===== src/rtl/gesture_cmd_sched_pkg.sv =====
// Command codes and scheduler state encodings, shared with the playback core.
package gesture_cmd_sched_pkg;

    localparam logic [1:0] CMD_NONE  = 2'd0;
    localparam logic [1:0] CMD_PAUSE = 2'd1;
    localparam logic [1:0] CMD_PLAY  = 2'd2;
    localparam logic [1:0] CMD_NEXT  = 2'd3;

    typedef enum logic [1:0] {
        ST_IDLE     = 2'd0,
        ST_TRACK    = 2'd1,
        ST_ISSUE    = 2'd2,
        ST_COOLDOWN = 2'd3
    } sched_state_t;

endpackage


===== src/rtl/gesture_cmd_sched_classify.sv =====
// Per-frame hand classifier: pcount/ratio -> command class.
// Purely combinational (latency 0); no flow control.
module gesture_classify
    import gesture_cmd_sched_pkg::*;
#(
    parameter int unsigned PAUSE_LOW  = 18,
    parameter int unsigned PLAY_LOW   = 29,
    parameter int unsigned NEXT_LOW   = 34,
    parameter int unsigned NEXT_HIGH  = 45,
    parameter int unsigned RATIO_TALL = 150
) (
    input  logic [6:0]  pcount,
    input  logic [13:0] ratio,
    output logic [1:0]  frame_class
);

    localparam logic [6:0]  PAUSE_LO = 7'(PAUSE_LOW);
    localparam logic [6:0]  PLAY_LO  = 7'(PLAY_LOW);
    localparam logic [6:0]  NEXT_LO  = 7'(NEXT_LOW);
    localparam logic [6:0]  NEXT_HI  = 7'(NEXT_HIGH);
    localparam logic [13:0] TALL     = 14'(RATIO_TALL);

    always_comb begin
        frame_class = CMD_NONE;
        if (pcount < PAUSE_LO)
            frame_class = CMD_NONE;
        else if (pcount < PLAY_LO)
            frame_class = CMD_PAUSE;
        else if (pcount < NEXT_LO)
            frame_class = CMD_PLAY;
        else if (pcount <= NEXT_HI)
            // Large blobs only count as NEXT when the hand is held upright.
            frame_class = (ratio >= TALL) ? CMD_NEXT : CMD_PLAY;
        else
            frame_class = CMD_NONE;
    end

endmodule


===== src/rtl/gesture_cmd_sched.sv =====
// Debounces per-frame gesture classes into media commands with repeat suppression and cooldown.
// Command appears 1 cycle after the completing frame; held on cmd_valid until cmd_ready, frames ignored meanwhile.
module gesture_cmd_sched
    import gesture_cmd_sched_pkg::*;
#(
    parameter int unsigned PAUSE_LOW       = 18,
    parameter int unsigned PLAY_LOW        = 29,
    parameter int unsigned NEXT_LOW        = 34,
    parameter int unsigned NEXT_HIGH       = 45,
    parameter int unsigned RATIO_TALL      = 150,
    parameter int unsigned STABLE_FRAMES   = 4,
    parameter int unsigned COOLDOWN_FRAMES = 30
) (
    input  logic        clk25,
    input  logic        reset,
    input  logic        frame_valid,
    input  logic [6:0]  pcount,
    input  logic [13:0] ratio,
    output logic        cmd_valid,
    input  logic        cmd_ready,
    output logic [1:0]  cmd_code,
    output logic [1:0]  gesture_dbg,
    output logic        busy
);

    localparam logic [3:0] STABLE_N = 4'(STABLE_FRAMES);
    localparam logic [5:0] COOL_N   = 6'(COOLDOWN_FRAMES);

    sched_state_t state;
    logic [1:0]   frame_class;
    logic [1:0]   cand;
    logic [1:0]   last_cmd;
    logic [3:0]   stab_cnt;
    logic [5:0]   cool_cnt;
    logic [3:0]   stab_inc;
    logic [5:0]   cool_inc;

    gesture_classify #(
        .PAUSE_LOW  (PAUSE_LOW),
        .PLAY_LOW   (PLAY_LOW),
        .NEXT_LOW   (NEXT_LOW),
        .NEXT_HIGH  (NEXT_HIGH),
        .RATIO_TALL (RATIO_TALL)
    ) u_classify (
        .pcount      (pcount),
        .ratio       (ratio),
        .frame_class (frame_class)
    );

    // Saturating increments so a stuck input can never wrap a counter.
    always_comb begin
        stab_inc = (stab_cnt == 4'hF) ? stab_cnt : stab_cnt + 4'd1;
        cool_inc = (cool_cnt == 6'h3F) ? cool_cnt : cool_cnt + 6'd1;
    end

    always_ff @(posedge clk25) begin
        if (reset) begin
            state       <= ST_IDLE;
            cand        <= CMD_NONE;
            last_cmd    <= CMD_NONE;
            stab_cnt    <= 4'd0;
            cool_cnt    <= 6'd0;
            cmd_valid   <= 1'b0;
            cmd_code    <= CMD_NONE;
            gesture_dbg <= CMD_NONE;
            busy        <= 1'b0;
        end else begin
            if (frame_valid)
                gesture_dbg <= frame_class;

            case (state)
                ST_IDLE: begin
                    if (frame_valid) begin
                        if (frame_class == CMD_NONE) begin
                            last_cmd <= CMD_NONE;
                        end else if (frame_class != last_cmd) begin
                            cand     <= frame_class;
                            stab_cnt <= 4'd1;
                            busy     <= 1'b1;
                            if (STABLE_N <= 4'd1) begin
                                state     <= ST_ISSUE;
                                cmd_valid <= 1'b1;
                                cmd_code  <= frame_class;
                            end else begin
                                state <= ST_TRACK;
                            end
                        end
                    end
                end

                ST_TRACK: begin
                    if (frame_valid) begin
                        if (frame_class == cand) begin
                            stab_cnt <= stab_inc;
                            if (stab_inc >= STABLE_N) begin
                                state     <= ST_ISSUE;
                                cmd_valid <= 1'b1;
                                cmd_code  <= cand;
                            end
                        end else if (frame_class == CMD_NONE) begin
                            state    <= ST_IDLE;
                            busy     <= 1'b0;
                            last_cmd <= CMD_NONE;
                            stab_cnt <= 4'd0;
                        end else begin
                            cand     <= frame_class;
                            stab_cnt <= 4'd1;
                        end
                    end
                end

                ST_ISSUE: begin
                    // Frames arriving here are dropped, including one on the handshake cycle.
                    if (cmd_ready) begin
                        state     <= ST_COOLDOWN;
                        last_cmd  <= cand;
                        cool_cnt  <= 6'd0;
                        stab_cnt  <= 4'd0;
                        cmd_valid <= 1'b0;
                        cmd_code  <= CMD_NONE;
                    end
                end

                ST_COOLDOWN: begin
                    if (COOL_N == 6'd0) begin
                        state <= ST_IDLE;
                        busy  <= 1'b0;
                    end else if (frame_valid) begin
                        cool_cnt <= cool_inc;
                        if (cool_inc >= COOL_N) begin
                            state <= ST_IDLE;
                            busy  <= 1'b0;
                        end
                    end
                end

                default: begin
                    state     <= ST_IDLE;
                    busy      <= 1'b0;
                    cmd_valid <= 1'b0;
                    cmd_code  <= CMD_NONE;
                end
            endcase
        end
    end

endmodule


===== config.mk =====
export PLATFORM = sky130hd
export DESIGN_NAME = gesture_cmd_sched
export DESIGN_NICKNAME = d
export VERILOG_FILES = /design/src/rtl/gesture_cmd_sched_pkg.sv /design/src/rtl/gesture_cmd_sched_classify.sv /design/src/rtl/gesture_cmd_sched.sv
export SDC_FILE = /design/constraint.sdc
export NUM_CORES = 1
export LEC_CHECK = 0
export CAP_MARGIN = 5
export CORE_ASPECT_RATIO = 2
export CORE_MARGIN = 2
export CORE_UTILIZATION = 35
export DETAILED_ROUTE_END_ITERATION = 16
export GPL_TIMING_DRIVEN = 0
export PLACE_DENSITY = 0.62
export SETUP_SLACK_MARGIN = 0.5
export SYNTH_ARGS = -nofsm -noshare
export SYNTH_HDL_FRONTEND = slang
export SYNTH_SLANG_ARGS = --single-unit
export TNS_END_PERCENT = 10

===== constraint.sdc =====
create_clock -name clk25 -period 2.8 [get_ports clk25]
set_clock_uncertainty 0.1 [all_clocks]
set_input_delay 0.42 -clock clk25 [delete_from_list [all_inputs] [get_ports clk25]]
set_output_delay 0.42 -clock clk25 [all_outputs]
set_load 0.05 [all_outputs]

==> results of run 1 <==
-- worst register-to-register path, cell delays in order (launching register included) --
cell      delay, ns
dfxtp_4        0.37
ha_4           0.15
inv_2          0.06
or3_4          0.39
mux2i_1        0.16
o221ai_1       0.14
a311oi_2       0.29
nand3b_1       0.12
or4_1          0.41
a21oi_1        0.13
-- path summary, 6_finish.rpt --
path                                   from     endpoint  slack [ns]  cells past startpoint
worst max-delay path              pcount[4]     state[0]        0.39                      9
worst min-delay path            last_cmd[1]  last_cmd[1]        0.37                      2
worst max register to register  cool_cnt[0]         busy        0.41                      9
worst min register to register  last_cmd[1]  last_cmd[1]        0.37                      2
-- flip-flops by register name, indices dropped and copies added, names as in the netlist, named ones only --
signal       count
cool_cnt         6
gesture_dbg      2
last_cmd         2
cand             2
busy             1
state            1
stab_cnt         4
cmd_valid        1
cmd_code         2
-- synthesized netlist by cell type (all sizes together), types with 3 or more instances --
| cell type | number |
|---|---|
| dfxtp | 22 |
| nor2 | 20 |
| a21oi | 18 |
| nand2 | 18 |
| o21ai | 13 |
| inv | 8 |
| and3 | 7 |
| ha | 7 |
| nand3 | 7 |
| nor3 | 7 |
| mux2i | 6 |
| a211oi | 5 |
| clkbuf | 5 |
| nand2b | 4 |
| nor2b | 4 |
| or2 | 4 |
| nand3b | 3 |
| xnor2 | 3 |
-- layer usage --
metal  part of all wire  global-route usage  vias to the layer above
met4              0.057               0.118                        0
met5                  0                   0                        -
met3              0.036              0.0178                       20
li1                   -                   -                      837
met2               0.55               0.337                       51
met1               0.36               0.185                      813
-- cells by family after synthesis --
group                    after synthesis  synth area share
multiplexers                           8            0.0530
flip-flops                            22             0.270
AO/OA/AOI/OAI                         57             0.256
XOR/XNOR                               3            0.0161
AND/OR/NAND/NOR                       88             0.315
adder cells (fa/ha/maj)                7            0.0537
buffers and inverters                 14            0.0368
-- cell type report --
cell class / count / area (um2) / area share
plain buffers: 6 / 30.0 / 0.0136
clock buffers: 4 / 55.1 / 0.0249
inverters: 8 / 30.0 / 0.0136
multi-input cells: 163 / 1210 / 0.545
flip-flops and latches: 22 / 450 / 0.204
well taps: 55 / 68.8 / 0.0311
repair buffers: 43 / 372 / 0.168
-- repair_timing --
item,in CTS,in global routing
resized for setup,47,3
endpoints found under the setup margin,14,19
setup buffers,14,1
pin swaps,22,3
-- metrics by stage --
| stage | std cells | worst slack [ns] | instance area (um2) | setup TNS [ns] | utilization |
|---|---|---|---|---|---|
| 2_1_floorplan | 199 | 0.442 | 1640 | 0 | - |
| 3_3_place_gp | 282 | -0.234 | 1990 | -2.10 | 0.438 |
| 3_5_place_dp | 282 | -0.226 | 1990 | -2.23 | 0.438 |
| 4_1_cts | 300 | 0.393 | 2200 | 0 | 0.483 |
| 5_1_grt | 301 | 0.260 | 2210 | 0 | 0.486 |
| 6_report | 301 | 0.392 | 2210 | 0 | 0.486 |
-- placed cells by master, fill, tap and decap left out, drive strengths merged, types with 2 or more instances in the layout --
cell | synthesis | final
clkdlybuf4s50 | 0 | 14
mux2i | 6 | 6
and3 | 7 | 7
and2 | 2 | 2
nor3 | 7 | 7
clkbuf | 5 | 9
ha | 7 | 7
dlygate4sd2 | 0 | 6
nand3 | 7 | 7
a22oi | 2 | 2
a211oi | 5 | 5
mux2 | 2 | 2
o41ai | 2 | 2
or4 | 2 | 2
xnor2 | 3 | 3
nor2 | 20 | 20
inv | 8 | 8
dfxtp | 22 | 22
nand3b | 3 | 3
a21oi | 18 | 18
o31ai | 2 | 2
o21ai | 13 | 13
nand2b | 4 | 4
or3 | 2 | 2
nand2 | 18 | 18
nor2b | 4 | 4
buf | 1 | 19
a32o | 2 | 2
clkdlybuf4s15 | 0 | 5
o2111ai | 2 | 2
or2 | 4 | 4
nand4 | 2 | 2
-- power by group --
group / total, uW / leakage [uW] / internal (uW) / switching (uW)
logic: 135 / 0.000566 / 67.3 / 67.3
clock network: 236 / 0.0000288 / 126 / 110
registers: 316 / 0.000180 / 313 / 2.70
total: 687 / 0.000774 / 506 / 180
==> reports/results.ini, run 1 <==
[synthesis]
ys_top_cells_by_area=dfxtp_1 27%, a21oi_1 5.5%, ha_1 5.4%
synth_top_area_share=0.270
synthDistinctLibCells=56
synth_flop_cell=dfxtp_1
synth_area_um2=1630
avgSynthCellArea_um2=8.19
async_reset_ff_frac=0
synth_nets=231
synth.largest_area_cell=dfxtp_1
synth-edff-count=0
ys_warn_count=0
ys_seq_area_frac=0.270
syn_inst=199
synth_seq_cells=22

[power_and_ir_drop]
p_total_uw=687
power_density_nw_per_um2=310
p_leak_uw=0.000774
peakVddDrop_uv=232

[run_status]
status=completed

[cts]
cts_root_buf=clkbuf_8
clkTransAtPathRegs_ns=0.08
clock_latency_ns=0.27
cts-hold-fix-buffers=0
htree_levels=1
cts_sinks=22
cts_tree=built
cts_buffer_depth=2
cts_buffers=3

[die]
pin_count=31
core_um2=4550
die_area_um2=5250
die_x_um=52.3
die_h_um=101
initial_core_util=0.358
row_count=35

[drt]
via_per_inst=5.72
drt-initial-drc-count=46
wl_mm=4.41
drt-wirelength-per-cell_um=14.6
drt_first_pass_iters=4
drc_errors=0
postRouteAntennaNets=0
vias=1721

[global_route]
grt_pass1_wl_mm=7.27
grt_max_degree=13
grt-ovfl-total=0
first_global_vias=1665
grt_antenna_before_repair=0
grtUsageTotal=0.183

[worst_setup_path]
path_delay_family=simple AND/OR/NAND/NOR gates
critPathKind=in2reg
cp_slowest_stage_delay_ns=0.45
path_cells=clkdlybuf4s15_2 > and2b_1 > a21oi_1 > or4_4 > or3_4 > and3_4 > mux2_4 > and3_1 > nor3_2
cp.arrival_ns=2.51
cp_slowest_cell=or4_4
path_max_fanout=5
cp-end-kind=flop
crit_path_start_kind=primary input
crit_buf_inv=1
crit_required_ns=2.91

[layout]
drive_gt1_frac=0.244
nFillCells=453
final_nets=279
n_antenna_cell=0
area_growth_pct=35.7

[job]
maxCapViolCount=0

[place]
port_buffers=28
gp_congestion=0.804
dp_hpwl_mm=3.22

[sta]
fin_crit_ns=2.41
hold_violations=0
finalMaxSlewViolations=0
grt_setup_unrepaired=yes
finalCritPeriodShare=0.860
fmax_mhz=415
whs_ns=0.372
worst_slew_pin_slew_ns=0.835
setup_viol=0
maxSlewHeadroom=0.442

[worst_hold_path]
min_path_type=reg2reg

(Power assumes the default switching activity.)
==> inputs of run 2 (changes only) <==
Settings changed: GPL_TIMING_DRIVEN 0 to 1, HOLD_SLACK_MARGIN set to 0.15, PLACE_DENSITY 0.62 to 0.68.
==> run 2 against run 1 <==
  * Via count fell by 0.76%
  * First-iteration DRC count fell by 20%
  * Hold slack improved by 0.0087 ns
  * Clock power rose by 32%
  * Cell count rose by 2.7%
  * Die area did not move
  * Clock-buffer cell count fell by 1
  * Register-to-register slack got worse by 0.07 ns
  * Cell area rose by 4.7%
  * Combinational power barely moved
  * Core utilization rose by 2.3 points
  * Setup slack got worse by 0.081 ns
  * Critical endpoint is now stab_cnt[2]
  * Largest power group unchanged
==> reports/results.ini, run 2 (synthesized netlist as in run 1, its figures left out) <==
[run_status]
status=completed

[layout]
reg_top3=cool_cnt: 6 flops, stab_cnt: 4 flops
largest_reg_flops=6  ; unchanged
area_growth_pct=42.1
drive_gt1_frac=0.248  ; +0.00413
final_common_cell=buf_4
final_nets=287  ; +2.9%
layout.cells.non_filler=309  ; +2.7%
n_antenna_cell=0  ; unchanged
final_cell_mix=28 x buf_4, 20 x nor2_1, 19 x dfxtp_1
regMostFlops=cool_cnt

[cts]
cts_buffer_depth=2  ; unchanged
clkTransAtPathRegs_ns=0.09  ; about the same
htree_levels=1  ; unchanged
cts_sinks=22  ; unchanged
cts_tree=built
cts_root_buf=clkbuf_8
cts_buffers=3  ; unchanged
clock_latency_ns=0.27  ; about the same

[worst_setup_path]
cp-end-kind=flop
critPathKind=in2reg
crit_buf_inv=2  ; +1
cp_slowest_stage_delay_ns=0.47  ; +0.02 ns
path_delay_family=simple AND/OR/NAND/NOR gates
path_cells=clkdlybuf4s50_1 > or3b_1 > o22ai_2 > xnor2_1 > and2_1 > nand3_2 > buf_4 > nor2_1 > o21ai_0 > a211oi_1
crit_path_start_kind=primary input
cp.arrival_ns=2.59  ; +0.08 ns
cp_slowest_cell=clkdlybuf4s50_1
path_max_fanout=5  ; unchanged
crit_required_ns=2.90  ; about the same

[global_route]
grt-ovfl-total=0  ; unchanged
grtUsageTotal=0.182  ; -0.00102
grt_pass1_wl_mm=7.21  ; -0.85%
grt_max_degree=22  ; +9
grt_antenna_before_repair=0  ; unchanged
first_global_vias=1723  ; +3.5%

[drt]
wl_mm=4.52  ; +2.5%
drc_errors=0  ; unchanged
drt-initial-drc-count=37  ; -20%
drt-wirelength-per-cell_um=14.6  ; -0.11%
postRouteAntennaNets=0  ; unchanged
drt_first_pass_iters=4  ; unchanged
via_per_inst=5.53  ; -3.3%
vias=1708  ; -0.76%

[place]
post-place-ws_ns=-0.193  ; +0.0331 ns
port_buffers=29  ; +3.6%
gp_congestion=0.818  ; +1.7%
dp_hpwl_mm=3.41  ; +5.9%
post-place-cells=295  ; +4.6%

[sta]
grt_setup_unrepaired=yes
fmax_mhz=402  ; -3.3%
fin_crit_ns=2.49  ; +0.0815 ns
finalMaxSlewViolations=0  ; unchanged
maxSlewHeadroom=0.521  ; +0.0790
hold_violations=0  ; unchanged
setup_viol=0  ; unchanged
finalCritPeriodShare=0.889  ; +0.0291
final.setup.worst_slack_ns=0.311  ; -0.0815 ns
whs_ns=0.381  ; +0.00871 ns
worst_slew_pin_slew_ns=0.716  ; -0.118 ns

[die]
die_x_um=52.3  ; unchanged
die_h_um=101  ; unchanged
initial_core_util=0.358  ; unchanged
core_um2=4550  ; unchanged
die_area_um2=5250  ; unchanged
row_count=35  ; unchanged
pin_count=31  ; unchanged

[power_and_ir_drop]
peakVddDrop_uv=189  ; -19%
power_density_nw_per_um2=331  ; +6.7%
p_total_uw=767  ; +12%
p_leak_uw=0.000865  ; +12%

[worst_hold_path]
min_path_type=reg2reg

[job]
maxCapViolCount=0  ; unchanged

[run 2: metrics by stage]
step / setup TNS, ns / area [um2] / util
detailed placement: -1.25 / 2110 / 0.463
CTS: 0 / 2250 / 0.494
finish: 0 / 2320 / 0.509
global placement: -0.993 / 2110 / 0.463
floorplan: 0 / 1640 / -
global route: 0 / 2320 / 0.509
[run 2: cell type report]
cell class | count | area, um2
clock buffers | 3 | 41.3
repair buffers | 57 | 498
multi-input cells | 163 | 1200
clock inverters | 1 | 30.0
flip-flops and latches | 22 | 449
fillers | 450 | 2240
inverters | 8 | 32.5
well taps | 55 | 68.8
[run 2: worst paths after layout]
| check | start | to | depth (start not counted) | slack, ns |
|---|---|---|---|---|
| hold reg to reg | cmd_code[0] | cmd_code[0] | 1 | 0.38 |
| setup / recovery | pcount[6] | stab_cnt[2] | 10 | 0.31 |
| hold / removal | cmd_code[0] | cmd_code[0] | 1 | 0.38 |
| setup reg to reg | cool_cnt[0] | flop | 9 | 0.34 |
[run 2: metal layers]
| metal | vias up | global-route usage | wire [um] |
|---|---|---|---|
| li1 | 843 | - | - |
| met1 | 811 | 0.155 | 1550 |
| met2 | 41 | 0.373 | 2710 |
| met3 | 13 | 0.0178 | 86 |
| met4 | 0 | 0.103 | 168 |
| met5 | - | 0 | 0 |
[run 2: report_power, final]
| group | internal [uW] | switching, uW |
|---|---|---|
| combinational | 73.6 | 64.9 |
| sequential | 313 | 2.87 |
| clock | 191 | 121 |
| total | 578 | 188 |
[run 2: timing repair]
item	in CTS	in global routing
hold buffers	0	0
buffers inserted	7	3
resized for setup	19	11
pin swaps	16	11
setup endpoints to repair	14	19
==> inputs of run 3 (changes only) <==
Settings changed: CTS_CLUSTER_DIAMETER set to 30.
==> results of run 3 <==
Same layout as run 2: the final DEF is identical, and so are final timing and power.
